**src/rtl/apu_frame_sequencer_if.sv**
```systemverilog
// CPU-side register strobes into the frame sequencer and the frame clocks it drives out.
// Inputs are single-cycle strobes sampled on the rising clk edge; quarter/half are 1-cycle pulses.
interface apu_frame_sequencer_if;
   logic       wr_en;
   logic [1:0] wr_data;
   logic       irq_ack;
   logic       quarter_frame;
   logic       half_frame;
   logic       frame_irq;
   logic       mode;

   modport master (
      output wr_en, wr_data, irq_ack,
      input  quarter_frame, half_frame, frame_irq, mode
   );

   modport slave (
      input  wr_en, wr_data, irq_ack,
      output quarter_frame, half_frame, frame_irq, mode
   );
endinterface

```
**src/rtl/apu_frame_sequencer.sv**
```systemverilog
// APU frame counter: quarter/half frame strobes, frame IRQ and the delayed $4017 restart.
// Every output is a flop fed from a decode of the next cycle count.
module apu_frame_sequencer #(
   parameter int unsigned Q1          = 7457,
   parameter int unsigned Q2          = 14913,
   parameter int unsigned Q3          = 22371,
   parameter int unsigned Q4_4STEP    = 29829,
   parameter int unsigned Q4_5STEP    = 37281,
   parameter int unsigned WRITE_DELAY = 3,
   parameter int unsigned CW          = 16
) (
   input  logic                  clk,
   input  logic                  rst,
   apu_frame_sequencer_if.slave  bus
);

   localparam logic [CW-1:0] Q1_C   = CW'(Q1);
   localparam logic [CW-1:0] Q2_C   = CW'(Q2);
   localparam logic [CW-1:0] Q3_C   = CW'(Q3);
   localparam logic [CW-1:0] Q44_C  = CW'(Q4_4STEP);
   localparam logic [CW-1:0] Q45_C  = CW'(Q4_5STEP);
   localparam logic [CW-1:0] ONE_C  = CW'(1);
   localparam logic [2:0]    WD_C   = 3'(WRITE_DELAY);

   logic [CW-1:0] cyc_q, cyc_d;
   logic [2:0]    pend_q, pend_d;
   logic          mode_q, mode_d;
   logic          inhibit_q, inhibit_d;
   logic          irq_q, irq_d;
   logic          qf_q, qf_d;
   logic          hf_q, hf_d;
   logic          restart;
   logic          irq_set;
   logic          irq_clr;
   logic [CW-1:0] last_cur;
   logic [CW-1:0] last_nxt;

   always_comb begin
      mode_d    = mode_q;
      inhibit_d = inhibit_q;
      pend_d    = pend_q;
      restart   = 1'b0;
      // A new write always re-arms the delay; only the newest write can restart.
      if (bus.wr_en) begin
         mode_d    = bus.wr_data[1];
         inhibit_d = bus.wr_data[0];
         pend_d    = WD_C;
      end else if (pend_q != 3'd0) begin
         pend_d  = pend_q - 3'd1;
         restart = (pend_q == 3'd1);
      end

      last_cur = mode_q ? Q45_C : Q44_C;
      last_nxt = mode_d ? Q45_C : Q44_C;

      if (restart || (cyc_q == last_cur)) begin
         cyc_d = '0;
      end else begin
         cyc_d = cyc_q + ONE_C;
      end

      // The restart cycle replaces the normal step decode: 5-step mode clocks immediately.
      if (restart) begin
         qf_d = mode_d;
         hf_d = mode_d;
      end else begin
         qf_d = (cyc_d == Q1_C) || (cyc_d == Q2_C) || (cyc_d == Q3_C) || (cyc_d == last_nxt);
         hf_d = (cyc_d == Q2_C) || (cyc_d == last_nxt);
      end

      irq_set = !restart && (cyc_d == Q44_C) && !mode_d && !inhibit_d;
      irq_clr = bus.irq_ack || (bus.wr_en && bus.wr_data[0]);
      irq_d   = irq_set || (irq_q && !irq_clr);
   end

   always_ff @(posedge clk or posedge rst) begin
      if (rst) begin
         cyc_q     <= '0;
         pend_q    <= 3'd0;
         mode_q    <= 1'b0;
         inhibit_q <= 1'b0;
         irq_q     <= 1'b0;
         qf_q      <= 1'b0;
         hf_q      <= 1'b0;
      end else begin
         cyc_q     <= cyc_d;
         pend_q    <= pend_d;
         mode_q    <= mode_d;
         inhibit_q <= inhibit_d;
         irq_q     <= irq_d;
         qf_q      <= qf_d;
         hf_q      <= hf_d;
      end
   end

   assign bus.quarter_frame = qf_q;
   assign bus.half_frame    = hf_q;
   assign bus.frame_irq     = irq_q;
   assign bus.mode          = mode_q;

endmodule

```
**src/flat_wrapper.sv**
```systemverilog
// flat-port wrapper written by rule: the top's interface ports become plain ports
module apu_frame_sequencer_flat 
#(
   parameter int unsigned Q1          = 7457,
   parameter int unsigned Q2          = 14913,
   parameter int unsigned Q3          = 22371,
   parameter int unsigned Q4_4STEP    = 29829,
   parameter int unsigned Q4_5STEP    = 37281,
   parameter int unsigned WRITE_DELAY = 3,
   parameter int unsigned CW          = 16
)
  (clk, rst, bus_wr_en, bus_wr_data, bus_irq_ack, bus_quarter_frame, bus_half_frame, bus_frame_irq, bus_mode);
  apu_frame_sequencer_if bus_i ();
  input  logic clk;
  input  logic rst;
  input wire logic [$bits(bus_i.wr_en)-1:0] bus_wr_en;
  input wire logic [$bits(bus_i.wr_data)-1:0] bus_wr_data;
  input wire logic [$bits(bus_i.irq_ack)-1:0] bus_irq_ack;
  output wire logic [$bits(bus_i.quarter_frame)-1:0] bus_quarter_frame;
  output wire logic [$bits(bus_i.half_frame)-1:0] bus_half_frame;
  output wire logic [$bits(bus_i.frame_irq)-1:0] bus_frame_irq;
  output wire logic [$bits(bus_i.mode)-1:0] bus_mode;
  assign bus_i.wr_en = bus_wr_en;
  assign bus_i.wr_data = bus_wr_data;
  assign bus_i.irq_ack = bus_irq_ack;
  assign bus_quarter_frame = bus_i.quarter_frame;
  assign bus_half_frame = bus_i.half_frame;
  assign bus_frame_irq = bus_i.frame_irq;
  assign bus_mode = bus_i.mode;
  apu_frame_sequencer #(.Q1(Q1), .Q2(Q2), .Q3(Q3), .Q4_4STEP(Q4_4STEP), .Q4_5STEP(Q4_5STEP), .WRITE_DELAY(WRITE_DELAY), .CW(CW)) u_core (.clk(clk), .rst(rst), .bus(bus_i));
endmodule
```
**config.mk**
```make
export PLATFORM = sky130hd
export DESIGN_NAME = apu_frame_sequencer_flat
export DESIGN_NICKNAME = d
export VERILOG_FILES = /design/src/rtl/apu_frame_sequencer_if.sv /design/src/rtl/apu_frame_sequencer.sv /design/src/flat_wrapper.sv
export SDC_FILE = /design/constraint.sdc
export NUM_CORES = 1
export LEC_CHECK = 0
export CORE_AREA = 4 4 73 75
export CTS_CLUSTER_SIZE = 8
export DETAILED_ROUTE_END_ITERATION = 7
export DIE_AREA = 0 0 77 79
export GPL_ROUTABILITY_DRIVEN = 0
export GPL_TIMING_DRIVEN = 0
export PLACE_DENSITY = 0.53
export SETUP_SLACK_MARGIN = 0.2
export SYNTH_ARGS = -nofsm -noshare
export SYNTH_HDL_FRONTEND = slang
export SYNTH_SLANG_ARGS = --single-unit
```
**constraint.sdc**
```tcl
create_clock -name clk -period 3 [get_ports clk]
set_clock_uncertainty 0.15 [all_clocks]
set_input_delay 0.45 -clock clk [delete_from_list [all_inputs] [get_ports clk]]
set_output_delay 0.45 -clock clk [all_outputs]
set_load 0.005 [all_outputs]
```
* After elaboration in Yosys (flattened, before gate mapping) *
Index checks and enable logic that the tools add are counted.

storage, ports and cells
  word-level logic and storage cells = 45
  register bits = 24
  input port bits = 6
  output and inout bits = 4

operators by class
  add/sub/neg operators = 2
  reduce and logical (&&, ||, !) cells = 18
  equal/unequal tests = 7
  muxes and demuxes = 11

operators with widths
  kind                                                    count
  two-way mux 16 bit                                      3
  equality test 16 x 15 -> 1 bit (second input constant)  2
  equality test 16 bit                                    2
  adder 16 x 1 -> 16 bit (second input constant)          1
  equality test 16 x 13 -> 1 bit (second input constant)  1
  equality test 16 x 14 -> 1 bit (second input constant)  1
  logical OR 1 bit                                        7
  two-way mux 1 bit                                       6
  two-way mux 3 bit                                       2
  logical AND 1 bit                                       5
  zero test 1 bit                                         4
  equality test 3 x 1 -> 1 bit (second input constant)    1
  nonzero test 3 bit                                      1
  subtractor 3 x 1 -> 3 bit (second input constant)       1
  nonzero test 2 bit                                      1

* Longest topological paths before layout *
Gate-level depths: netlist of run 1.

  word-level depth = 10
  gate-level depth with buffers = 9
  depth with buffers taken out = 8

* Least setup slack after synthesis of run 1 *
No wires, ideal clock.

  path kind = register -> register
  start = register u_core.cyc_q[0]
  end = register u_core.qf_q, in the netlist u_core.bus.quarter_frame
  setup slack = 0.774 ns
  buffers on the path = 0
  data required time = 2.780 ns
  arrival = 2.006 ns
  cell stages (with the launch flop) = 9
  clock period less this slack = 2.226 ns
  setup time = 0.070 ns
  cells stage by stage = dfrtp_1 -> ha_1 -> nand2_1 -> nor4_1 -> xnor2_1 -> nand4_1 -> or4b_1 -> a2bb2oi_1 -> nand3_1

on the way
  longest elaborated chain between the ends = 8
  elaborated cells between the ends (all ways) = 12
  classes of those cells = 1 x add/sub; 5 x eq/ne; 2 x mux; 4 x reduce/logical

RTL lines
  what                                                                                     RTL line                   RTL
  from (decl)                                                                              apu_frame_sequencer.sv:25  logic [CW-1:0] cyc_q, cyc_d;
  from (signal assigned)                                                                   apu_frame_sequencer.sv:86  cyc_q <= cyc_d;
  branches (longest 2 deep; another with adder 16 x 1 -> 16 bit)                           n/a
  two-way mux 16 bit *                                                                     apu_frame_sequencer.sv:56  if (restart || (cyc_q == last_cur)) begin
  equality test 16 x 13 -> 1 bit / equality test 16 x 14 -> 1 bit (equally long branches)  apu_frame_sequencer.sv:67  qf_d = (cyc_d == Q1_C) || (cyc_d == Q2_C) || (cyc_d == Q3_C) || (cyc_d == last_nxt);
  logical OR 1 bit (2 in series)                                                           apu_frame_sequencer.sv:67
  logical OR 1 bit *                                                                       apu_frame_sequencer.sv:67
  two-way mux 1 bit *                                                                      apu_frame_sequencer.sv:63  if (restart) begin
  named net u_core.qf_d                                                                    apu_frame_sequencer.sv:30  logic qf_q, qf_d;
  to (signal assigned)                                                                     apu_frame_sequencer.sv:91  qf_q <= qf_d;
  to (decl)                                                                                apu_frame_sequencer.sv:30

Mark *: on every way through the listed nets, which the timed path passes.
A chain may end at the register's enable or synchronous reset.

* Worst setup path after layout of run 1 *
Ends and elaborated chain as after synthesis.

==> metrics.md, run 1 <==
| Metric | Value |
|---|---|
| Total overflow reported by the global router | `0` |
| Input/output buffers | `9` |
| P per Cell Area | `~720 mW/mm²` |
| Cells after synthesis | `about 160` |
| WL per Instance | `between 15 and 20 µm` |
| Nature of the critical path startpoint | `register` |
| Global routing usage on met3 | `0.0181` |
| Residual DRC | `0` |
| Dominant register cell in the synthesized netlist | `sky130_fd_sc_hd__dfrtp_1` |
| Width of the die | `77 µm` |
| Syn avg cell area | `between 9 and 10 µm²` |
| Number of enable-type register cells in the synthesized netlist | `0` |
| Max Buffers Root-to-Sink | `2` |
| Fraction of the core area covered by cells at the end of the flow | `0.390` |
| Post-layout power | `~0.0013 W` |
| Height of the die | `between 70 and 80 µm` |
| H-tree Lvls | `1` |
| Worst hold path type | `register to register` |
| CP cell instances | `ha_1 -> nand2_1 -> nor4_1 -> xnor2_1 -> nand4_1 -> or4b_1 -> a2bb2oi_1 -> nand3_1` |
| Hold_buf cts | `0` |
| Total core area | `around 0.0047 mm²` |
| Cell area after technology mapping | `around 0.0016 mm²` |
| Ys async rst share | `1.00` |
| Required time of the critical path | `between 3 and 4 ns` |
| Routed via count divided by cell count | `5.45` |
| Root Buffer Master | `sky130_fd_sc_hd__clkbuf_8` |
| Number of max-slew violations in the final report | `0` |
| Kind of cell adding the most delay to the critical path | `simple AND/OR/NAND/NOR gates` |
| Count of warnings emitted by yosys | `0` |
| I/O pin count | `10` |
| Critical-path cell with the highest stage delay | `sky130_fd_sc_hd__or4b_1` |
| Clock buffers created by TritonCTS | `3` |
| Filler Cells Inserted | `461` |
| Pin count of the biggest net entering global routing | `25` |
| Count of inserted antenna diode cells | `0` |
| Clock latency reported for the late side of the worst-skew pair | `around 0.28 ns` |
| Met2 routing resource usage after global routing | `0.222` |
| First-pass GRT wire length | `6270 µm` |
| Worst-Margin Slew | `0.947 ns` |
| TritonCTS clock tree | `built` |
| Met1 usage in global routing | `0.170` |
| Period Utilization, post-route | `0.888` |
| Synthesized net count | `between 150 and 200` |
| Max-cap viol count | `0` |
| Sequential cell area fraction in the yosys report | `0.379` |
| Timing-limited maximum frequency | `between 300 and 400 MHz` |
| Fraction of layout cells with a size suffix above 1 | `0.119` |
| Endpoint kind of the worst setup timing path | `register` |
| Post-synthesis register bit count | `24` |
| Post-route standard cell area excluding fillers | `roughly 0.0018 mm²` |
| # resized after CTS | `0` |
| Worst path max stage delay | `~0.5 ns` |
| Critical path data arrival time | `about 2.7 ns` |
| DRT Wirelength | `3660 µm` |
| Length of the first detailed-routing pass in iterations | `5` |
| Number of global-route vias before repair | `1285` |
| Worst slew margin relative to its limit | `0.368` |
| Number of rows created at floorplan | `25` |
| Starting density of the core | `0.340` |
| Peak fanout along the critical path | `8` |
| Final setup viols | `0` |
| Via Count | `1260` |
| Number of clock sinks | `24` |
| Synth unique cells | `between 40 and 50` |
| Shortest clock period the worst path allows after layout | `between 2 and 3 ns` |
| Initial DRC count | `69` |
| Outcome | `finished, final reports clean` |
| Endpoints failing hold | `0` |
| Leakage dissipation | `0.768 nW` |
| Post-layout net count | `roughly 190` |
| Detailed placer's ending HPWL | `around 2800 µm` |
| Clock transition at the registers of the reported paths | `approximately 0.090 ns` |
| Maximum VDD drop | `just over 0.0003 V` |
| Post-place instance area | `0.00174 mm²` |
| Unrepaired setup endpoints after global routing | `no` |
| Global Route Usage Sum | `0.131` |
| Sum of negative setup slack | `0 ns` |
| Area growth from synthesis to layout | `14.4%` |
| Die Outline Area | `approximately 0.0061 mm²` |
| Most heavily used metal layer in global routing | `met2` |
| Post-CTS Setup Inserts | `0` |
| Hold Worst Slack | `0.394 ns` |
| Class of the most critical setup path | `register to register` |
| Antenna viol nets, final | `0` |
| Antenna violations before repair | `0` |
| Crit path buffers/inverters | `0` |
[routing by layer]
metal | vias up | routed length, µm
li1 | 608 | -
met1 | 624 | 1690
met2 | 21 | 1780
met3 | 7 | 123
met4 | 0 | 62
met5 | - | 0
[worst register-to-register path: cells and delay by family (launching register included)]
family	cells	cell delay (ns)
AO/OA/AOI/OAI	1	0.17
XOR/XNOR	1	0.20
adder cells (fa/ha/maj)	1	0.36
flip-flops	1	0.50
AND/OR/NAND/NOR	5	1.23
[stage by stage]
stage          instances  setup WS [ns]
2_1_floorplan        164          0.774
3_3_place_gp         227          0.108
3_5_place_dp         227          0.135
4_1_cts              231          0.375
5_1_grt              231          0.221
6_report             231          0.336
[worst paths after layout]
kind	from	to	slack, ns	cells after the start
worst max-delay path	u_core.cyc_q[0]$_DFF_PP0_	u_core.bus.quarter_frame$_DFF_PP0_	0.34	8
worst min-delay path	u_core.pend_q[1]$_DFFE_PP0P_	u_core.pend_q[1]$_DFFE_PP0P_	0.39	2
worst max register to register	u_core.cyc_q[0]$_DFF_PP0_	u_core.bus.quarter_frame$_DFF_PP0_	0.34	8
worst min register to register	u_core.pend_q[1]$_DFFE_PP0P_	u_core.pend_q[1]$_DFFE_PP0P_	0.39	2
max in group asynchronous	rst	u_core.bus.half_frame$_DFF_PP0_	1.59	2
min in group asynchronous	rst	u_core.cyc_q[3]$_DFF_PP0_	0.53	2
[state kept, by name (all words and copies together) (netlist names)]
name                      count
u_core.pend_q                 3
u_core.bus.quarter_frame      1
u_core.bus.half_frame         1
u_core.inhibit_q              1
u_core.bus.frame_irq          1
u_core.bus.mode               1
u_core.cyc_q                 16
[cell usage after synthesis (2+ instances only)]
cell type                   instances  area share
sky130_fd_sc_hd__o22ai_1            2      0.0079
sky130_fd_sc_hd__buf_4              3       0.014
sky130_fd_sc_hd__nand3_1           12       0.038
sky130_fd_sc_hd__xnor2_1           11       0.061
sky130_fd_sc_hd__dfrtp_1           24        0.38
sky130_fd_sc_hd__mux2i_1            2       0.013
sky130_fd_sc_hd__ha_1               5       0.039
sky130_fd_sc_hd__o21ai_0            3      0.0095
sky130_fd_sc_hd__nor2_1            19       0.045
sky130_fd_sc_hd__nand2b_1           7       0.028
sky130_fd_sc_hd__xor2_1             8       0.044
sky130_fd_sc_hd__inv_1              7       0.017
sky130_fd_sc_hd__nand4_1            2      0.0079
sky130_fd_sc_hd__buf_2              4       0.013
sky130_fd_sc_hd__and2_1             3       0.012
sky130_fd_sc_hd__nor4b_1            2       0.011
sky130_fd_sc_hd__a31oi_1            2      0.0079
sky130_fd_sc_hd__and4_1             2       0.011
sky130_fd_sc_hd__nor4_1             3       0.012
sky130_fd_sc_hd__or4b_1             2       0.013
sky130_fd_sc_hd__nand4bb_1          2       0.014
sky130_fd_sc_hd__nand2_1           11       0.026
sky130_fd_sc_hd__nor3_1             7       0.022
[layout by cell type (no fill, tap or decap), types with 2 or more instances in the layout]
cell type,netlist,final
sky130_fd_sc_hd__inv_1,7,7
sky130_fd_sc_hd__nand2_1,11,11
sky130_fd_sc_hd__clkbuf_8,0,3
sky130_fd_sc_hd__xor2_1,8,8
sky130_fd_sc_hd__ha_1,5,5
sky130_fd_sc_hd__and4_1,2,2
sky130_fd_sc_hd__and2_1,3,3
sky130_fd_sc_hd__mux2i_1,2,2
sky130_fd_sc_hd__nand4bb_1,2,2
sky130_fd_sc_hd__buf_2,4,4
sky130_fd_sc_hd__or4b_1,2,2
sky130_fd_sc_hd__nor4b_1,2,2
sky130_fd_sc_hd__a31oi_1,2,2
sky130_fd_sc_hd__xnor2_1,11,11
sky130_fd_sc_hd__clkdlybuf4s50_1,0,9
sky130_fd_sc_hd__nor2_1,19,19
sky130_fd_sc_hd__nand2b_1,7,7
sky130_fd_sc_hd__nand4_1,2,2
sky130_fd_sc_hd__buf_4,3,3
sky130_fd_sc_hd__nand3_1,12,12
sky130_fd_sc_hd__nor4_1,3,3
sky130_fd_sc_hd__o21ai_0,3,3
sky130_fd_sc_hd__nor3_1,7,7
sky130_fd_sc_hd__dfrtp_1,24,24
sky130_fd_sc_hd__o22ai_1,2,2
[area by class of cell]
cell class              count  area (µm²)  area share
clock inverters             1        30.0      0.0165
multi-input cells         126         917       0.505
plain buffers               7        42.5      0.0234
inverters                   7        26.3      0.0145
well taps                  54        67.6      0.0372
flip-flops and latches     24         601       0.331
clock buffers               3        41.3      0.0227
repair buffers              9        90.1      0.0496
[kinds of logic after synthesis]
group           after synthesis  synth area share
simple gates                 86             0.350
buf+inv                      14            0.0434
compound gates               14            0.0710
xor+xnor                     19             0.105
fa+ha+maj                     5            0.0394
flops                        24             0.379
mux                           2            0.0126
[power breakdown]
group	total [W]	switching, W	internal [W]	leakage [nW]
Sequential	0.000504	0.0000954	0.000408	0.311
Combinational	0.000519	0.000309	0.000209	0.421
Clock	0.000292	0.000114	0.000179	0.0357
Note: power is estimated with default switching activity, not from simulation.
==> run 2, diff against run 1 <==
CORE_AREA = 4 4 58 60   (was 4 4 73 75)
DIE_AREA = 0 0 62 64   (was 0 0 77 79)
PLACE_DENSITY = 0.78   (was 0.53)
==> run 2 against run 1 <==
  * First-iteration DRC count decreased by 49%
  * Register-to-register slack improved by 0.03 ns
  * Via count stayed put
  * Critical path depth down 1
  * Fmax up 1.0%
  * Cell area fell by 2.5%
  * Sequential cell count unchanged
  * Total power fell by 3.9%
  * Critical endpoint is now u_core.bus.frame_irq$_DFF_PP0_
==> metrics.md, run 2 (synthesized netlist as in run 1, its figures left out) <==
| Metric | Value |
|---|---|
| Outcome | `finished, final reports clean` |
| Most frequent standard cell in the layout excluding fill and tap cells | `sky130_fd_sc_hd__dfrtp_1` |
| Total overflow reported by the global router | `0 (unchanged)` |
| Worst setup startpoint | `u_core.cyc_q[0]$_DFF_PP0_` |
| Worst hold path type | `register to register` |
| Clock latency reported for the late side of the worst-skew pair | `0.33 ns (+0.05 ns)` |
| Largest register FFs | `16 (unchanged)` |
| Count of inserted antenna diode cells | `0 (unchanged)` |
| Required time of the critical path | `3.09 ns (+0.03 ns)` |
| Post-place instance area | `0.00172 mm² (-1.5%)` |
| Hold_buf cts | `0 (unchanged)` |
| Unrepaired setup endpoints after global routing | `no` |
| Final Worst Setup Slack | `0.362 ns (+0.0264 ns)` |
| DRT Wirelength | `3430 µm (-6.3%)` |
| Area growth from synthesis to layout | `11.6%` |
| Number of rows created at floorplan | `20 (-20%)` |
| Max-cap viol count | `0 (unchanged)` |
| Sum of negative setup slack | `0 ns (unchanged)` |
| Height of the die | `64 µm (-19%)` |
| Maximum VDD drop | `0.000501 V (+61%)` |
| # resized after CTS | `0 (unchanged)` |
| Leakage dissipation | `0.761 nW (-1.0%)` |
| Largest registers | `u_core.cyc_q (16), u_core.pend_q (3)` |
| Post-CTS Setup Inserts | `0 (unchanged)` |
| Detailed placer's ending HPWL | `2580 µm (-7.5%)` |
| Peak fanout along the critical path | `8 (unchanged)` |
| Class of the most critical setup path | `register to register` |
| Max Buffers Root-to-Sink | `2 (unchanged)` |
| Endpoint kind of the worst setup timing path | `register` |
| Clock transition at the registers of the reported paths | `0.15 ns (+0.06 ns)` |
| Antenna violations before repair | `0 (unchanged)` |
| Initial DRC count | `35 (-49%)` |
| H-tree Lvls | `1 (unchanged)` |
| Via Count | `1260 (unchanged)` |
| Reg2Reg Setup Slack | `0.36 ns (+0.03 ns)` |
| Root Buffer Master | `sky130_fd_sc_hd__clkbuf_4` |
| WL per Instance | `16.3 µm (+3.0%)` |
| Timing-limited maximum frequency | `379 MHz (+1.0%)` |
| Endpoints failing hold | `0 (unchanged)` |
| Critical path data arrival time | `2.73 ns (about the same)` |
| Width of the die | `62 µm (-19%)` |
| Number of clock sinks | `24 (unchanged)` |
| Input/output buffers | `9 (unchanged)` |
| Capture point of the worst path | `u_core.bus.frame_irq$_DFF_PP0_` |
| Number of max-slew violations in the final report | `0 (unchanged)` |
| Worst flop-to-flop path endpoint | `u_core.bus.frame_irq$_DFF_PP0_` |
| Worst-Margin Slew | `0.897 ns (-0.0496 ns)` |
| Nature of the critical path startpoint | `register` |
| Length in cells of the worst reg-to-reg path | `7 (-1)` |
| I/O pin count | `10 (unchanged)` |
| Routed via count divided by cell count | `6.00 (+10%)` |
| Number of global-route vias before repair | `1286 (+0.078%)` |
| Critical R2R Launch | `u_core.cyc_q[0]$_DFF_PP0_` |
| P per Cell Area | `714 mW/mm² (-1.4%)` |
| Die Outline Area | `0.00397 mm² (-35%)` |
| Worst slew margin relative to its limit | `0.401 (+0.0331)` |
| First-pass GRT wire length | `5710 µm (-8.9%)` |
| Pin count of the biggest net entering global routing | `25 (unchanged)` |
| Period Utilization, post-route | `0.879 (-0.00880)` |
| Global Route Usage Sum | `0.191 (+0.0604)` |
| Post-layout net count | `189 (unchanged)` |
| Worst-case setup slack after placement | `0.0878 ns (-0.0471 ns)` |
| Clock buffers created by TritonCTS | `3 (unchanged)` |
| Total core area | `0.00293 mm² (-37%)` |
| Length of the first detailed-routing pass in iterations | `4 (-1)` |
| Antenna viol nets, final | `0 (unchanged)` |
| Fraction of layout cells with a size suffix above 1 | `0.119 (unchanged)` |
| Largest Register | `u_core.cyc_q` |
| Final setup viols | `0 (unchanged)` |
| Post-route standard cell area excluding fillers | `0.00177 mm² (-2.5%)` |
| TritonCTS clock tree | `built` |
| Starting density of the core | `0.542 (+0.201)` |
| Shortest clock period the worst path allows after layout | `2.64 ns (-0.0264 ns)` |
| Residual DRC | `0 (unchanged)` |
| Highest-count cells in the layout ignoring fill and taps | `sky130_fd_sc_hd__dfrtp_1 (24), sky130_fd_sc_hd__nor2_1 (19), sky130_fd_sc_hd__nand3_1 (12), sky130_fd_sc_hd__nand2_1 (11), sky130_fd_sc_hd__xnor2_1 (11)` |
run 2: cell counts in the layout (fill, tap and decap cells not counted):
Identical to the previous run, type by type.
run 2: worst min path at each step:
stage | from | end | cells past startpoint
after floorplan | rst | u_core.bus.frame_irq$_DFF_PP0_ | 1
after global placement | u_core.pend_q[1]$_DFFE_PP0P_ | u_core.pend_q[1]$_DFFE_PP0P_ | 2
after detailed placement | u_core.pend_q[1]$_DFFE_PP0P_ | u_core.pend_q[1]$_DFFE_PP0P_ | 2
after CTS | u_core.inhibit_q$_DFF_PP0_ | u_core.inhibit_q$_DFF_PP0_ | 2
after global routing | u_core.inhibit_q$_DFF_PP0_ | u_core.inhibit_q$_DFF_PP0_ | 2
final | u_core.bus.frame_irq$_DFF_PP0_ | u_core.bus.frame_irq$_DFF_PP0_ | 2
run 2: where the power goes:
part / switching, W / internal (W)
registers: 0.0000969 / 0.000408
logic: 0.000309 / 0.000210
clock network: 0.000105 / 0.000135
total: 0.000511 / 0.000753
run 2: final cells by class:
cell class / instances / area (µm²)
Buffer: 7 / 42.5
Clock buffer: 3 / 22.5
Clock inverter: 1 / 30.0
Fill cell: 266 / 1160
Inverter: 7 / 26.3
Multi-Input combinational cell: 126 / 917
Sequential cell: 24 / 601
Tap cell: 33 / 41.3
Timing Repair Buffer: 9 / 90.1
run 2: through the flow:
stage / hold slack [ns] / util / total power [W] / instances
2_1_floorplan: 0.315 / - / 0.000889 / 164
3_3_place_gp: 0.359 / 0.587 / 0.00100 / 206
3_5_place_dp: 0.362 / 0.587 / 0.00102 / 206
4_1_cts: 0.401 / 0.605 / 0.00127 / 210
5_1_grt: 0.431 / 0.605 / 0.00135 / 210
6_report: 0.399 / 0.605 / 0.00126 / 210
run 2: layer usage:
metal	wire, µm	GRT usage	vias to the layer above
li1	-	-	612
met1	1530	0.254	617
met2	1700	0.315	26
met3	164	0.0283	5
met4	36	0.0531	0
met5	0	0	-
run 2: critical path: stages (launching register included):
cell                        delay (ns)
sky130_fd_sc_hd__dfrtp_1          0.50
sky130_fd_sc_hd__ha_1             0.23
sky130_fd_sc_hd__nor4bb_1         0.17
sky130_fd_sc_hd__a41o_1           0.29
sky130_fd_sc_hd__nor2_1           0.15
sky130_fd_sc_hd__nor4b_1          0.50
sky130_fd_sc_hd__nand4bb_1        0.21
sky130_fd_sc_hd__o41ai_2          0.35
==> run 3, diff against run 2 <==
PLACE_DENSITY = 0.75   (was 0.78)
==> run 3 against run 2 <==
  * Critical path depth is the same
  * Total power grew 0.26%
  * Combinational power grew 2%
  * Via count grew 2.2%
  * First-iteration DRC count shrank 20%
  * Clock power is essentially flat
  * Highest routed layer unchanged
  * Largest power group unchanged
  * Die area is the same
  * Register-to-register slack lost 0.03 ns
  * Hold slack lost 0.011 ns
  * Core utilization grew 0.085 points
  * Sequential power is essentially flat
  * Largest cell class unchanged
==> metrics.md, run 3 (synthesized netlist as in run 1, its figures left out) <==
| Metric | Value |
|---|---|
| Count of inserted antenna diode cells | `0 (unchanged)` |
| Flip-flop and latch area | `601 µm² (unchanged)` |
| Antenna viol nets, final | `0 (unchanged)` |
| Routed via count divided by cell count | `6.13 (+2.2%)` |
| Class of the most critical setup path | `register to register` |
| Post-layout net count | `189 (unchanged)` |
| First-pass GRT wire length | `6040 µm (+5.9%)` |
| Total core area | `0.00293 mm² (unchanged)` |
| Global Route Usage Sum | `0.202 (+0.0110)` |
| Met1 usage in global routing | `0.291 (+0.0368)` |
| TritonCTS clock tree | `built` |
| Input/output buffers | `9 (unchanged)` |
| Max-cap viol count | `0 (unchanged)` |
| Antenna violations before repair | `0 (unchanged)` |
| Leakage dissipation | `0.759 nW (-0.22%)` |
| Internal power contribution | `0.000754 W (+0.18%)` |
| Multi-input logic area | `920 µm² (+0.27%)` |
| Die Outline Area | `0.00397 mm² (unchanged)` |
| Worst slew margin relative to its limit | `0.408 (+0.00674)` |
| Length of the first detailed-routing pass in iterations | `4 (unchanged)` |
| Required time of the critical path | `3.08 ns (about the same)` |
| Fraction of power consumed by sequential logic | `0.396 (-0.003)` |
| Timing-limited maximum frequency | `375 MHz (-1.2%)` |
| Number of clock sinks | `24 (unchanged)` |
| Number of global-route vias before repair | `1258 (-2.2%)` |
| Worst-case setup slack after placement | `0.0518 ns (-0.0360 ns)` |
| Max Buffers Root-to-Sink | `2 (unchanged)` |
| Area growth from synthesis to layout | `11.8%` |
| Highest-count cells in the layout ignoring fill and taps | `sky130_fd_sc_hd__dfrtp_1 (24), sky130_fd_sc_hd__nor2_1 (19), sky130_fd_sc_hd__nand3_1 (12), sky130_fd_sc_hd__nand2_1 (11), sky130_fd_sc_hd__xnor2_1 (11)` |
| Switching power summed over all nets | `0.000513 W (+0.38%)` |
| Global routing usage on met3 | `0.0182 (-0.0101)` |
| Net switching share of the total power | `0.405 (+0.000482)` |
| Outcome | `finished, final reports clean` |
| Share of total power in combinational logic | `0.417 (+0.007)` |
| Period Utilization, post-route | `0.890 (+0.0103)` |
| Critical path data arrival time | `2.75 ns (+0.02 ns)` |
| Pin count of the biggest net entering global routing | `25 (unchanged)` |
| Peak fanout along the critical path | `8 (unchanged)` |
| DRT Wirelength | `3430 µm (about the same)` |
| P per Cell Area | `715 mW/mm² (+0.12%)` |
| Width of the die | `62 µm (unchanged)` |
| Worst setup startpoint | `u_core.cyc_q[0]$_DFF_PP0_` |
| Number of rows created at floorplan | `20 (unchanged)` |
| Most heavily used metal layer in global routing | `met2` |
| Clock transition at the registers of the reported paths | `0.14 ns (about the same)` |
| Shortest clock period the worst path allows after layout | `2.67 ns (+0.0309 ns)` |
| Detailed placer's ending HPWL | `2590 µm (+0.14%)` |
| Number of max-slew violations in the final report | `0 (unchanged)` |
| Source of the worst hold timing path | `u_core.bus.frame_irq$_DFF_PP0_` |
| Maximum VDD drop | `0.000388 V (-23%)` |
| Sum of negative setup slack | `0 ns (unchanged)` |
| Endpoint kind of the worst setup timing path | `register` |
| Worst hold path type | `register to register` |
| Height of the die | `64 µm (unchanged)` |
| Unrepaired setup endpoints after global routing | `no` |
| Fraction of layout cells with a size suffix above 1 | `0.124 (+0.00565)` |
| Met2 routing resource usage after global routing | `0.306 (-0.00907)` |
| Root Buffer Master | `sky130_fd_sc_hd__clkbuf_4` |
| Largest register FFs | `16 (unchanged)` |
| Worst-Margin Slew | `0.887 ns (-0.0101 ns)` |
| Filler Cells Inserted | `241 (-9.4%)` |
| H-tree Lvls | `1 (unchanged)` |
| Initial DRC count | `28 (-20%)` |
| Nature of the critical path startpoint | `register` |
| Clock buffers created by TritonCTS | `3 (unchanged)` |
| I/O pin count | `10 (unchanged)` |
| WL per Instance | `16.3 µm (about the same)` |
| Final setup viols | `0 (unchanged)` |
| Largest Register | `u_core.cyc_q` |
| Total overflow reported by the global router | `0 (unchanged)` |
| Endpoints failing hold | `0 (unchanged)` |
| Residual DRC | `0 (unchanged)` |
| Most frequent standard cell in the layout excluding fill and tap cells | `sky130_fd_sc_hd__dfrtp_1` |
| Starting density of the core | `0.542 (unchanged)` |
| Via Count | `1288 (+2.2%)` |
| Hold_buf cts | `0 (unchanged)` |
| Final Worst Setup Slack | `0.331 ns (-0.0309 ns)` |
| Critical R2R Launch | `u_core.cyc_q[0]$_DFF_PP0_` |
| Largest registers | `u_core.cyc_q (16), u_core.pend_q (3)` |
| Clock power share | `0.187 (-0.003)` |
| Clock latency reported for the late side of the worst-skew pair | `0.32 ns (about the same)` |
==> run 3: cell counts in the layout (fill, tap and decap cells not counted) <==
Identical to the previous run, type by type.
==> run 3: through the flow <==
step	utilization	area [µm²]	hold slack, ns	total power (W)	std cells
after floorplan	-	1590	0.315	0.000889	164
after global placement	0.587	1720	0.351	0.000999	206
after detailed placement	0.587	1720	0.357	0.00102	206
after CTS	0.605	1770	0.388	0.00126	210
after global routing	0.606	1770	0.436	0.00136	210
final	0.606	1770	0.387	0.00127	210
==> run 3: area by class of cell <==
type	count	share of cell area
flip-flops and latches	24	0.339
well taps	33	0.0233
clock buffers	3	0.0127
inverters	7	0.0148
multi-input cells	126	0.519
plain buffers	7	0.0240
repair buffers	9	0.0508
clock inverters	1	0.0169
==> run 3: repair_timing <==
item,CTS,global route
resized for setup,0,1
endpoints found under the setup margin,0,2
setup buffers,0,0
==> run 3: power groups by stage <==
stage	clock (W)	sequential (W)	combinational [W]
2_1_floorplan	0	0.000483	0.000406
3_3_place_gp	0	0.000503	0.000497
3_5_place_dp	0	0.000505	0.000513
4_1_cts	0.000243	0.000500	0.000522
5_1_grt	0.000261	0.000516	0.000583
6_report	0.000237	0.000502	0.000528
==> run 3: worst paths after layout <==
path | endpoint | cells past startpoint | slack [ns]
worst max-delay path | u_core.bus.frame_irq$_DFF_PP0_ | 7 | 0.33
worst min-delay path | u_core.bus.frame_irq$_DFF_PP0_ | 2 | 0.39
worst max register to register | u_core.bus.frame_irq$_DFF_PP0_ | 7 | 0.33
worst min register to register | u_core.bus.frame_irq$_DFF_PP0_ | 2 | 0.39
max in group asynchronous | u_core.cyc_q[11]$_DFF_PP0_ | 2 | 1.71
min in group asynchronous | u_core.cyc_q[1]$_DFF_PP0_ | 2 | 0.45
==> run 3: layer usage <==
layer	vias to the layer above	routed length (µm)
met3	11	153
met1	622	1460
met2	45	1720
met5	-	0
li1	610	-
met4	0	97
==> run 3: worst max-delay path: stages, from the launching register on <==
cell                        delay, ns
sky130_fd_sc_hd__dfrtp_1         0.50
sky130_fd_sc_hd__ha_1            0.24
sky130_fd_sc_hd__nor4bb_1        0.16
sky130_fd_sc_hd__a41o_1          0.29
sky130_fd_sc_hd__nor2_1          0.16
sky130_fd_sc_hd__nor4b_1         0.49
sky130_fd_sc_hd__nand4bb_1       0.21
sky130_fd_sc_hd__o41ai_2         0.37
